File: config.mk
export PLATFORM = sky130hd
export DESIGN_NAME = gat_feat_readout
export DESIGN_NICKNAME = d
export VERILOG_FILES = /design/src/rtl/gat_pkg.sv /design/src/rtl/gat_readout_fifo.sv /design/src/rtl/gat_feat_readout.sv
export SDC_FILE = /design/constraint.sdc
export NUM_CORES = 1
export LEC_CHECK = 0
export CORE_MARGIN = 2
export CORE_UTILIZATION = 35
export CTS_CLUSTER_SIZE = 10
export DETAILED_ROUTE_END_ITERATION = 7
export PLACE_DENSITY = 0.54
export SLEW_MARGIN = 20
export SYNTH_ARGS = -nofsm -noshare
export SYNTH_HDL_FRONTEND = slang
export SYNTH_HIERARCHICAL = 1
export SYNTH_SLANG_ARGS = --single-unit
export TNS_END_PERCENT = 30
File: constraint.sdc
create_clock -name clk -period 7.3 [get_ports clk]
set_input_delay 2.19 -clock clk [delete_from_list [all_inputs] [get_ports clk]]
set_output_delay 2.19 -clock clk [all_outputs]
set_load 0.05 [all_outputs]
File: src/rtl/gat_pkg.sv
// gat_pkg: shared GAT sizing derivations and the feature-readout FSM encoding,
// so gat_top and gat_feat_readout agree on BRAM depth and address width.
package gat_pkg;
  typedef enum logic [1:0] {IDLE, ISSUE, DRAIN, FINISH} readout_state_t;
  function automatic int feat_depth(int num_subgraphs, int num_feature_out);
    return num_subgraphs * num_feature_out;
  endfunction
  function automatic int feat_addr_w(int depth);
    return $clog2(depth);
  endfunction
endpackage

File: src/rtl/gat_readout_fifo.sv
// gat_readout_fifo: synchronous FIFO with occupancy count; dout reads zero while empty.
module gat_readout_fifo #(
  parameter int WIDTH = 32,
  parameter int DEPTH = 4
) (
  input  logic                     clk,
  input  logic                     rst_n,
  input  logic                     push,
  input  logic                     pop,
  input  logic [WIDTH-1:0]         din,
  output logic [WIDTH-1:0]         dout,
  output logic [$clog2(DEPTH):0]   count
);
  localparam int PW = $clog2(DEPTH);
  logic [WIDTH-1:0] mem [DEPTH];
  logic [PW-1:0] wr_ptr, rd_ptr;
  assign dout = count != '0 ? mem[rd_ptr] : '0;
  always_ff @(posedge clk)
    if (push) mem[wr_ptr] <= din;
  always_ff @(posedge clk or negedge rst_n)
    if (!rst_n) begin
      wr_ptr <= '0;
      rd_ptr <= '0;
      count  <= '0;
    end else begin
      if (push) wr_ptr <= wr_ptr + 1'b1;
      if (pop) rd_ptr <= rd_ptr + 1'b1;
      count <= count + (PW+1)'(push) - (PW+1)'(pop);
    end
endmodule

File: src/rtl/gat_feat_readout.sv
// gat_feat_readout: walks the new-feature BRAM and streams each word over AXI4-Stream.
// Define FEAT_READOUT_STALL_CNT_EN to add a saturating stall_cycles debug counter.
module gat_feat_readout
  import gat_pkg::*;
#(
  parameter int NEW_FEATURE_WIDTH  = 32,
  parameter int NUM_SUBGRAPHS      = 2708,
  parameter int NUM_FEATURE_OUT    = 16,
  parameter int NEW_FEATURE_DEPTH  = feat_depth(NUM_SUBGRAPHS, NUM_FEATURE_OUT),
  parameter int NEW_FEATURE_ADDR_W = feat_addr_w(NEW_FEATURE_DEPTH),
  parameter int RD_LATENCY         = 1,
  parameter int FIFO_DEPTH         = 4
) (
  input  logic                          clk,
  input  logic                          rst_n,
  input  logic                          start,
  input  logic [NEW_FEATURE_ADDR_W:0]   num_words,
  output logic                          busy,
  output logic                          done,
  output logic [NEW_FEATURE_ADDR_W+1:0] feat_bram_addrb,
  input  logic [NEW_FEATURE_WIDTH-1:0]  feat_bram_dout,
  output logic [NEW_FEATURE_WIDTH-1:0]  m_axis_tdata,
  output logic                          m_axis_tvalid,
  input  logic                          m_axis_tready,
  output logic                          m_axis_tlast
`ifdef FEAT_READOUT_STALL_CNT_EN
  ,
  output logic [31:0]                   stall_cycles
`endif
);
  localparam int AW = NEW_FEATURE_ADDR_W;
  localparam int CW = $clog2(FIFO_DEPTH) + 1;
  localparam logic [AW:0] DEPTH_L = (AW+1)'(NEW_FEATURE_DEPTH);
  localparam logic [AW:0] ONE = (AW+1)'(1);
  readout_state_t state, state_n;
  logic [AW:0] len, len_c, rd_idx, issue_idx, beat_cnt;
  logic [AW+1:0] addr_q;
  logic [RD_LATENCY-1:0] vsr;
  logic [CW-1:0] fifo_count;
  logic accept, fire, pop, credit, drained;
  assign accept = state == IDLE && start;
  assign len_c = num_words > DEPTH_L ? DEPTH_L : num_words;
  // Count reads still in the BRAM pipeline so every one has a FIFO slot waiting.
  assign credit = $countones(vsr) + int'(fifo_count) < FIFO_DEPTH;
  // Word 0 is issued in the start cycle itself to meet the RD_LATENCY+1 first-beat target.
  assign issue_idx = state == IDLE ? '0 : rd_idx;
  assign fire = state == IDLE ? start && len_c != '0 : state == ISSUE && credit;
  assign feat_bram_addrb = fire ? {issue_idx[AW-1:0], 2'b00} : addr_q;
  assign pop = m_axis_tvalid && m_axis_tready;
  assign drained = vsr == '0 && fifo_count == (pop ? CW'(1) : CW'(0));
  assign m_axis_tlast = m_axis_tvalid && beat_cnt == len - ONE;
  assign busy = state == ISSUE || state == DRAIN;
  assign done = state == FINISH;
  always_comb begin
    state_n = state;
    case (state)
      IDLE:    if (start) state_n = len_c == '0 || len_c == ONE ? DRAIN : ISSUE;
      ISSUE:   if (fire && rd_idx + ONE == len) state_n = DRAIN;
      DRAIN:   if (drained) state_n = FINISH;
      default: state_n = IDLE;
    endcase
  end
  always_ff @(posedge clk or negedge rst_n)
    if (!rst_n) begin
      state    <= IDLE;
      len      <= '0;
      rd_idx   <= '0;
      beat_cnt <= '0;
      addr_q   <= '0;
      vsr      <= '0;
    end else begin
      state <= state_n;
      vsr   <= (vsr << 1) | RD_LATENCY'(fire);
      if (fire) begin
        rd_idx <= issue_idx + ONE;
        addr_q <= feat_bram_addrb;
      end
      if (accept) begin
        len      <= len_c;
        beat_cnt <= '0;
      end else if (pop) beat_cnt <= beat_cnt + ONE;
    end
  gat_readout_fifo #(.WIDTH(NEW_FEATURE_WIDTH), .DEPTH(FIFO_DEPTH)) u_fifo (
    .clk   (clk),
    .rst_n (rst_n),
    .push  (vsr[RD_LATENCY-1]),
    .pop   (pop),
    .din   (feat_bram_dout),
    .dout  (m_axis_tdata),
    .count (fifo_count)
  );
  assign m_axis_tvalid = fifo_count != '0;
`ifdef FEAT_READOUT_STALL_CNT_EN
  always_ff @(posedge clk or negedge rst_n)
    if (!rst_n) stall_cycles <= '0;
    else if (accept) stall_cycles <= '0;
    else if (m_axis_tvalid && !m_axis_tready && stall_cycles != '1) stall_cycles <= stall_cycles + 1'b1;
`endif
endmodule

==> results.md, run 1 <==
* Async set-reset flop share out of synthesis at 38.2%
* Crit Reg-Reg Endpoint: state[1]$_DFFE_PN0P_
* Max IR drop VDD at 0.189 mV
* Max Cap Violations at 0
* Clk slew on worst S/H paths at ~0.05 ns
* Final nets at 949
* Post-synthesis cell area at 0.00996 mm^2
* Initial antenna violation count at 0
* Initial DRC count at between 300 and 400
* Cells on worst reg2reg path at 10
* Top cells by area, synth: edfxtp_1 (39%), dfrtp_1 (20%), mux4_2 (6.3%)
* Lkg Pwr at 0.00463 uW
* CTS tree: yes
* Register area share after synthesis at between 50% and 60%
* HP Class: reg2reg
* Slew Viols, Final at 0
* Core area at roughly 0.028 mm^2
* Crit Path Max Fanout at 40
* Crit. End Element: output port
* Min cycle time layout at 7.02 ns
* Power per cell area at 407 mW/mm^2
* Relative slew slack at a little over a third
* Post-CTS Setup Bufs at 0
* Cts repair resizes at 0
* Pin count of the biggest net entering global routing at 46
* Routed length per instance at 17.1 um
* CTS root buffer: clkbuf_16
* Worst Path Required at 5.11 ns
* Setup TNS at 0 ns
* Critical path launch point type: input pin
* CTS Hold Bufs at 0
* FP Rows at 61
* CP Depth at 7
* DR vias/cell at 4.94
* Leading area contributor after synthesis: edfxtp_1
* Final GP Congestion at 0.761
* Remaining antenna violation count after routing at 0
* Area Overhead vs Synth at 23.2%
* R2R setup slack at 3.56 ns
* H-tree depth at 1
* Worst-Margin Slew at 0.955 ns
* EDFF count, synth at 128
* # DRC at 0
* Top cell type's share of synthesized area at 38.6%
* Max clock buf depth at 3
* FF-to-FF Start: state[0]$_DFFE_PN0P_
* Die H at 173 um
* Most frequent CP cell: buf_12
* Total CTS buffers at 25
* YS warnings at 6
* Period utilization at 96.2%
* I/O pin count at 107
* Clk_lat worst skew at a little over 0.5 ns
* Final hold vios at 0
* Remaining Overflow, GRT at 0
* Post-synthesis sequential element count at 207
* Outcome: finished clean
* CP Launch Point: num_words[1]
* Critical Path, Cell by Cell: clkdlybuf4s50_1, or4_1, or4_4, o32ai_4, buf_12, mux2_2, buf_12
* Layout fillers at roughly 2700
* Chip width at 173 um
* Port Buf Inserts at 106
* Ys flop type: edfxtp_1
* DP Wirelength at 14200 um
* Commonest cells after routing, fill and taps aside: edfxtp_1 (128), nand2_1 (97), clkdlybuf4s50_1 (87)
* CP arrival at 4.83 ns
* Achievable frequency at 142 MHz
* # diodes at 0
* Die footprint at 0.0298 mm^2
* Worst Setup EP: feat_bram_addrb[3]
* All-Layer GR Usage at between 10 and 15%
* Synthesized area per cell at 12.7 um^2
* Cell count after synthesis at between 700 and 800
* Starting Density at between 30% and 40%
* Number of global-route vias before repair at 6325
* Routed vias at roughly 6300
* Commonest non-fill, non-tap cell in the layout: edfxtp_1
* Fin Clk Skew at 0.00618 ns
* Crit Path Category: in2out
* CTS sink count at 207
* Final setup viols at 0
* Drt total wl at 21900 um
* Synth unique cells at 68
* Buf/Inv on CP at 3
* Share of post-route cells with drive strength above 1 at 11.8%
* WHS at about 0.46 ns
* Unrepaired setup endpoints after global routing: false
* CP max-delay cell: or4_4
* Crit-path max cell delay at roughly 0.57 ns
* First-pass GRT wire length at 35400 um
* Crit path max-delay family: simple AND/OR/NAND/NOR gates
* Pre-antenna DRT Iters at 4
* Net count after synthesis at around 850
==> power by group <==
part	switching [uW]	internal [uW]
clock network	452	692
logic	1270	862
registers	185	1530
total	1910	3080
==> sequential cells by signal (all words and copies together), names as in the netlist <==
| signal | count |
|---|---|
| u_fifo/mem | 128 |
| addr_q | 18 |
| beat_cnt | 17 |
| len | 17 |
| rd_idx | 17 |
| u_fifo/count | 3 |
| state | 2 |
| u_fifo/rd_ptr | 2 |
| u_fifo/wr_ptr | 2 |
| vsr | 1 |
==> cells by family after synthesis <==
logic type / count (synthesis) / synth area share (%)
xor gates and xnor gates: 69 / 6.07
adders and majority gates: 15 / 1.96
and+or+nand+nor: 292 / 15.4
AOI/OAI and AO/OA: 89 / 6.07
muxes: 45 / 8.77
buffers and inverters: 67 / 3.28
DFF: 207 / 58.4
==> area by class of cell <==
type | count | area, um^2 | share of cell area (%)
Sequential cell | 207 | 5820 | 47.4
Multi-Input combinational cell | 510 | 3810 | 31.1
Timing Repair Buffer | 117 | 1330 | 10.9
Clock buffer | 42 | 709 | 5.78
Tap cell | 378 | 473 | 3.85
Inverter | 20 | 75.1 | 0.612
Clock inverter | 3 | 43.8 | 0.357
==> cells in the mapped netlist (all sizes together), types with 20 or more instances <==
library cell,n
and2,42
nand2,97
edfxtp,128
clkbuf,28
inv,20
dfrtp,79
xor2,37
nor2,39
xnor2,32
o21ai,32
nand3,21
mux4,32
==> through the flow <==
| stage | instance area (um^2) | total power [uW] | cells | worst slack (ns) | util, % |
|---|---|---|---|---|---|
| after floorplan | 9960 | 3190 | 784 | 0.331 | - |
| after global placement | 11500 | 3900 | 1231 | 0.277 | 41.2 |
| after detailed placement | 11500 | 3910 | 1231 | 0.277 | 41.2 |
| after CTS | 12300 | 5070 | 1276 | 0.274 | 43.9 |
| after global routing | 12300 | 5270 | 1277 | 0.215 | 43.9 |
| final | 12300 | 4990 | 1277 | 0.279 | 43.9 |
==> worst min path at each step <==
stage	start	to	slack [ns]	depth (start not counted)
finish	addr_q[9]$_DFFE_PN0N_	addr_q[9]$_DFFE_PN0N_	0.46	2
global route	addr_q[15]$_DFFE_PN0N_	addr_q[15]$_DFFE_PN0N_	0.49	2
floorplan	addr_q[11]$_DFFE_PN0N_	addr_q[11]$_DFFE_PN0N_	0.43	2
CTS	addr_q[9]$_DFFE_PN0N_	addr_q[9]$_DFFE_PN0N_	0.46	2
detailed placement	addr_q[9]$_DFFE_PN0N_	addr_q[9]$_DFFE_PN0N_	0.45	2
global placement	addr_q[11]$_DFFE_PN0N_	addr_q[11]$_DFFE_PN0N_	0.45	2
==> metal layers <==
| metal | up-vias | global-route usage [%] | wire (um) |
|---|---|---|---|
| li1 | 3053 | - | - |
| met1 | 3093 | 20.5 | 10400 |
| met2 | 135 | 23.8 | 10100 |
| met3 | 25 | 2.51 | 945 |
| met4 | 0 | 3.88 | 350 |
| met5 | - | 0 | 0 |
==> worst reg2reg max path: stages (launching register included) <==
cell and delay [ns]:
dfrtp_1 0.42, inv_1 0.09, ha_1 0.49, nor2_1 0.32, and3_1 0.83, o32ai_4 0.20, buf_12 0.23, a31o_1 0.20
nor4_1 0.28, a41o_1 0.24, mux2_1 0.33
Note: power is estimated with default switching activity, not from simulation.
==> run 2, diff against run 1 <==
==> constraint.sdc (replaced) <==
create_clock -name clk -period 7 [get_ports clk]
set_input_delay 2.1 -clock clk [delete_from_list [all_inputs] [get_ports clk]]
set_output_delay 2.1 -clock clk [all_outputs]
set_load 0.05 [all_outputs]
==> results.md, run 2 (synthesis gave the netlist of run 1 again) <==
* Outcome: finished clean
* Share of post-route cells with drive strength above 1 at 12.0%
* Total CTS buffers at 25
* H-tree depth at 1
* Final hold vios at 0
* Crit. End Element: output port
* Cts repair resizes at 0
* Core area at about 0.028 mm^2
* All-Layer GR Usage at between 10 and 15%
* Die footprint at between 0.02 and 0.03 mm^2
* Crit Path Category: in2out
* CTS sink count at 207
* Unrepaired setup endpoints after global routing: false
* CP arrival at between 4 and 5 ns
* Clk_lat worst skew at ~0.54 ns
* Final setup viols at 0
* Power per cell area at 428 mW/mm^2
* Pre-antenna DRT Iters at 4
* Layout Cells excl Fill at between 1000 and 1500
* Min cycle time layout at 6.80 ns
* Drt total wl at approximately 22000 um
* Fin Clk Skew at about 0.017 ns
* CP Launch Point: num_words[1]
* # diodes at 0
* Crit Path Max Fanout at 23
* Worst Path Required at roughly 4.9 ns
* Remaining antenna violation count after routing at 0
* DP Wirelength at 14400 um
* Clk slew on worst S/H paths at roughly 0.06 ns
* DR vias/cell at 4.95
* Slew Viols, Final at 0
* Routed vias at around 6300
* CTS root buffer: clkbuf_16
* Chip width at 173 um
* Pin count of the biggest net entering global routing at 46
* Min-delay src: addr_q[15]$_DFFE_PN0N_
* Final GP Congestion at 0.741
* Achievable frequency at 147 MHz
* I/O pin count at 107
* Routed length per instance at between 15 and 20 um
* Number of global-route vias before repair at about 6200
* Initial antenna violation count at 0
* HP Class: reg2reg
* Die H at 173 um
* Biggest register: u_fifo/mem
* Critical path launch point type: input pin
* Port Buf Inserts at approximately 110
* Commonest non-fill, non-tap cell in the layout: edfxtp_1
* Remaining Overflow, GRT at 0
* Commonest cells after routing, fill and taps aside: edfxtp_1 (128), nand2_1 (97), clkdlybuf4s50_1 (87)
* Period utilization at 97.2%
* Layout fillers at 2616
* FF-to-FF Start: state[0]$_DFFE_PN0P_
* FP Rows at 61
* Max Cap Violations at 0
* Area Overhead vs Synth at 23.5%
* Initial DRC count at 390
* Biggest regs: u_fifo/mem: 128 flops, addr_q: 18 flops
* Final nets at between 900 and 1000
* # DRC at 0
* Lkg Pwr at 0.00465 uW
* Post-CTS Setup Bufs at 0
* Relative slew slack at 25.4%
* CTS Hold Bufs at 0
* Placed Cells at 1234
* Max FFs per register at approximately 130
* Setup TNS at 0 ns
* Max clock buf depth at 3
* Worst-Margin Slew at 1.12 ns
* Max IR drop VDD at about 0.18 mV
* Starting Density at 35.7%
* First-pass GRT wire length at around 35000 um
* CTS tree: yes
-- run 2: changes by cell type in the layout (fill, tap and decap cells not counted) --
cell / change
buf_4: +2
clkbuf_1: -1
clkbuf_8: +1
clkinv_2: -1
inv_16: +1
inv_6: -1
-- run 2: cell type report --
class,instances,area [um^2],area share [%]
timing repair buffer,119,1350,11.0
multi-input combinational,510,3810,31.0
clock buffer,42,719,5.85
tap,378,473,3.84
clock inverter,2,50.0,0.407
sequential,207,5820,47.3
inverter,20,75.1,0.610
-- run 2: worst max-delay path: stages --
cell and delay [ns]:
clkdlybuf4s50_1 0.42, or4_1 0.55, or4_4 0.57, o32ai_4 0.32, buf_12 0.20, buf_4 0.19
a22o_1 0.20, buf_12 0.15
-- run 2: per-layer routing --
metal	wire length [um]	GRT usage, %	up-vias	part of all wire, %
met5	0	0	-	0
met4	583	4.56	0	2.6
met3	1100	2.48	45	5.0
met2	9890	23.3	152	45
met1	10500	20.9	3069	48
li1	-	-	3062	-
-- run 2: path summary, 6_finish.rpt --
path / end / slack (ns) / depth (start not counted)
min in group asynchronous: addr_q[15]$_DFFE_PN0N_ / 1.52 / 1
worst min register to register: addr_q[15]$_DFFE_PN0N_ / 0.46 / 2
worst max-delay path: feat_bram_addrb[6] / 0.20 / 8
worst max register to register: state[0]$_DFFE_PN0P_ / 3.49 / 12
worst min-delay path: addr_q[15]$_DFFE_PN0N_ / 0.46 / 2
max in group asynchronous: u_fifo/rd_ptr[0]$_DFFE_PN0P_ / 4.48 / 2
-- run 2: metrics by stage --
stage / power, uW / util, % / cell area [um^2] / hold WS (ns) / worst slack, ns
finish: 5260 / 44.0 / 12300 / 0.462 / 0.198
global route: 5530 / 44.0 / 12300 / 0.488 / 0.0820
CTS: 5340 / 44.0 / 12300 / 0.465 / 0.198
detailed placement: 4090 / 41.3 / 11500 / 0.455 / 0.200
global placement: 4070 / 41.3 / 11500 / 0.446 / 0.205
floorplan: 3330 / - / 9960 / 0.433 / 0.211
-- run 2: power breakdown --
| group | internal [uW] | switching [uW] | total [uW] |
|---|---|---|---|
| combinational | 914 | 1310 | 2230 |
| clock | 734 | 489 | 1220 |
| sequential | 1590 | 214 | 1810 |
| total | 3240 | 2020 | 5260 |
==> run 3, diff against run 2 <==
--- a/config.mk
+++ b/config.mk
@@ -9,6 +9,7 @@
 export CORE_UTILIZATION = 35
 export CTS_CLUSTER_SIZE = 10
 export DETAILED_ROUTE_END_ITERATION = 7
+export GPL_TIMING_DRIVEN = 0
 export PLACE_DENSITY = 0.54
 export SLEW_MARGIN = 20
 export SYNTH_ARGS = -nofsm -noshare
==> results.md, run 3 (synthesis gave the netlist of run 1 again) <==
* Worst-Margin Slew at 0.713 ns
* Final nets at 994
* # DRC at 0
* DP Wirelength at 15800 um
* Placed Instance Area at 0.0116 mm^2
* Cells on worst reg2reg path at 11
* Layout fillers at 2661
* Chip width at 173 um
* Hold Crit Depth at 2
* Lkg Pwr at between 0.004 and 0.005 uW
* Setup ws final at about 0.037 ns
* Routed length per instance at 17.0 um
* I/O pin count at approximately 110
* FP Rows at 61
* Max Cap Violations at 0
* Biggest regs: u_fifo/mem: 128 flops, addr_q: 18 flops
* Final GP Congestion at 0.783
* All-Layer GR Usage at 15.1%
* Storage element area at 0.00582 mm^2
* Final hold vios at 0
* Max IR drop VDD at 0.198 mV
* Number of global-route vias before repair at 6473
* HP Class: reg2reg
* First-pass GRT wire length at 36000 um
* Crit Reg-Reg Endpoint: rd_idx[16]$_DFFE_PN0N_
* Port Buf Inserts at 106
* Area of the multi-input gates at between 0.003 and 0.004 mm^2
* Setup TNS at 0 ns
* Drt total wl at 22500 um
* Initial DRC count at 465
* # diodes at 0
* CTS sink count at 207
* Biggest register: u_fifo/mem
* Critical path launch point type: input pin
* Min cycle time layout at slightly below 7 ns
* Final Cell Area at roughly 0.012 mm^2
* Period utilization at 99.5%
* Worst Setup EP: feat_bram_addrb[10]
* Pre-antenna DRT Iters at 4
* Crit. End Element: output port
* Outcome: finished clean
* Crit Path Max Fanout at 7
* CP Launch Point: num_words[1]
* Share of post-route cells with drive strength above 1 at 13.2%
* CTS tree: yes
* Remaining Overflow, GRT at 0
* Pin count of the biggest net entering global routing at 41
* Pre-CTS worst setup slack at -0.739 ns
* Initial antenna violation count at 0
* CP arrival at a little under 5 ns
* Starting Density at 35.7%
* Power per cell area at 421 mW/mm^2
* Achievable frequency at 144 MHz
* Commonest cells after routing, fill and taps aside: edfxtp_1 (128), nand2_1 (97), clkdlybuf4s50_1 (87)
* Relative slew slack at 52.0%
* Clk slew on worst S/H paths at 0.05 ns
* Area Overhead vs Synth at 24.1%
* Commonest non-fill, non-tap cell in the layout: edfxtp_1
* DR vias/cell at ~5
* FF-to-FF Start: state[0]$_DFFE_PN0P_
* Die footprint at a little under 0.03 mm^2
* Unrepaired setup endpoints after global routing: true
* Crit Path Category: in2out
* Final setup viols at 0
* Clk_lat worst skew at ~0.51 ns
* Total CTS buffers at 25
* CTS Hold Bufs at 0
* R2R setup slack at 4.09 ns
* CTS root buffer: clkbuf_16
* Fin Clk Skew at between 0.005 and 0.006 ns
* H-tree depth at 1
* Die H at 173 um
* Max clock buf depth at 3
* Slew Viols, Final at 0
* Worst Path Required at just under 5 ns
* Core area at 0.0279 mm^2
* Routed vias at 6506
* Max FFs per register at 128
* Remaining antenna violation count after routing at 0
## run 3: power by group
part / leakage [uW] / internal (uW) / switching (uW)
combinational: 0.00217 / 914 / 1430
sequential: 0.00218 / 1590 / 107
clock: 0.000350 / 685 / 473
## run 3: worst min path at each step
stage,start,endpoint
final,addr_q[7]$_DFFE_PN0N_,addr_q[7]$_DFFE_PN0N_
after global routing,addr_q[15]$_DFFE_PN0N_,addr_q[15]$_DFFE_PN0N_
after CTS,addr_q[7]$_DFFE_PN0N_,addr_q[7]$_DFFE_PN0N_
after detailed placement,addr_q[7]$_DFFE_PN0N_,addr_q[7]$_DFFE_PN0N_
after global placement,addr_q[14]$_DFFE_PN0N_,addr_q[14]$_DFFE_PN0N_
after floorplan,addr_q[11]$_DFFE_PN0N_,addr_q[11]$_DFFE_PN0N_
## run 3: per-layer routing
layer	routed length, um	vias up	GRT usage (%)	share of wire [%]
li1	-	3153	-	-
met1	10800	3199	20.9	48
met2	10600	125	24.9	47
met3	790	29	2.18	3.5
met4	394	0	3.85	1.7
met5	0	-	0	0
## run 3: metrics by stage
step,util [%],hold slack (ns),instances,total power [uW]
6_report,44.3,0.458,1322,5200
5_1_grt,44.3,0.484,1322,5490
4_1_cts,44.1,0.462,1318,5270
3_5_place_dp,41.6,0.450,1273,4090
3_3_place_gp,41.1,0.443,1268,4030
2_1_floorplan,-,0.433,784,3330
## run 3: repair_timing
item,in CTS,in global routing
setup buffers,0,4
pin swaps,0,1
endpoints found under the setup margin,18,18
gates resized for setup,88,9
## run 3: final cells by class
class / count / area share [%]
clock inverter: 2 / 0.111
buffer: 47 / 2.14
timing repair buffer: 115 / 9.58
multi-input combinational: 510 / 30.9
sequential: 207 / 47.1
tap: 378 / 3.83
inverter: 20 / 0.607
clock buffer: 43 / 5.77
## run 3: worst max-delay path: stages
cell,delay [ns]
clkdlybuf4s50_1,0.45
or4_1,0.56
or4_4,0.58
o32ai_4,0.32
buf_6,0.18
mux2_2,0.33
clkdlybuf4s15_2,0.33
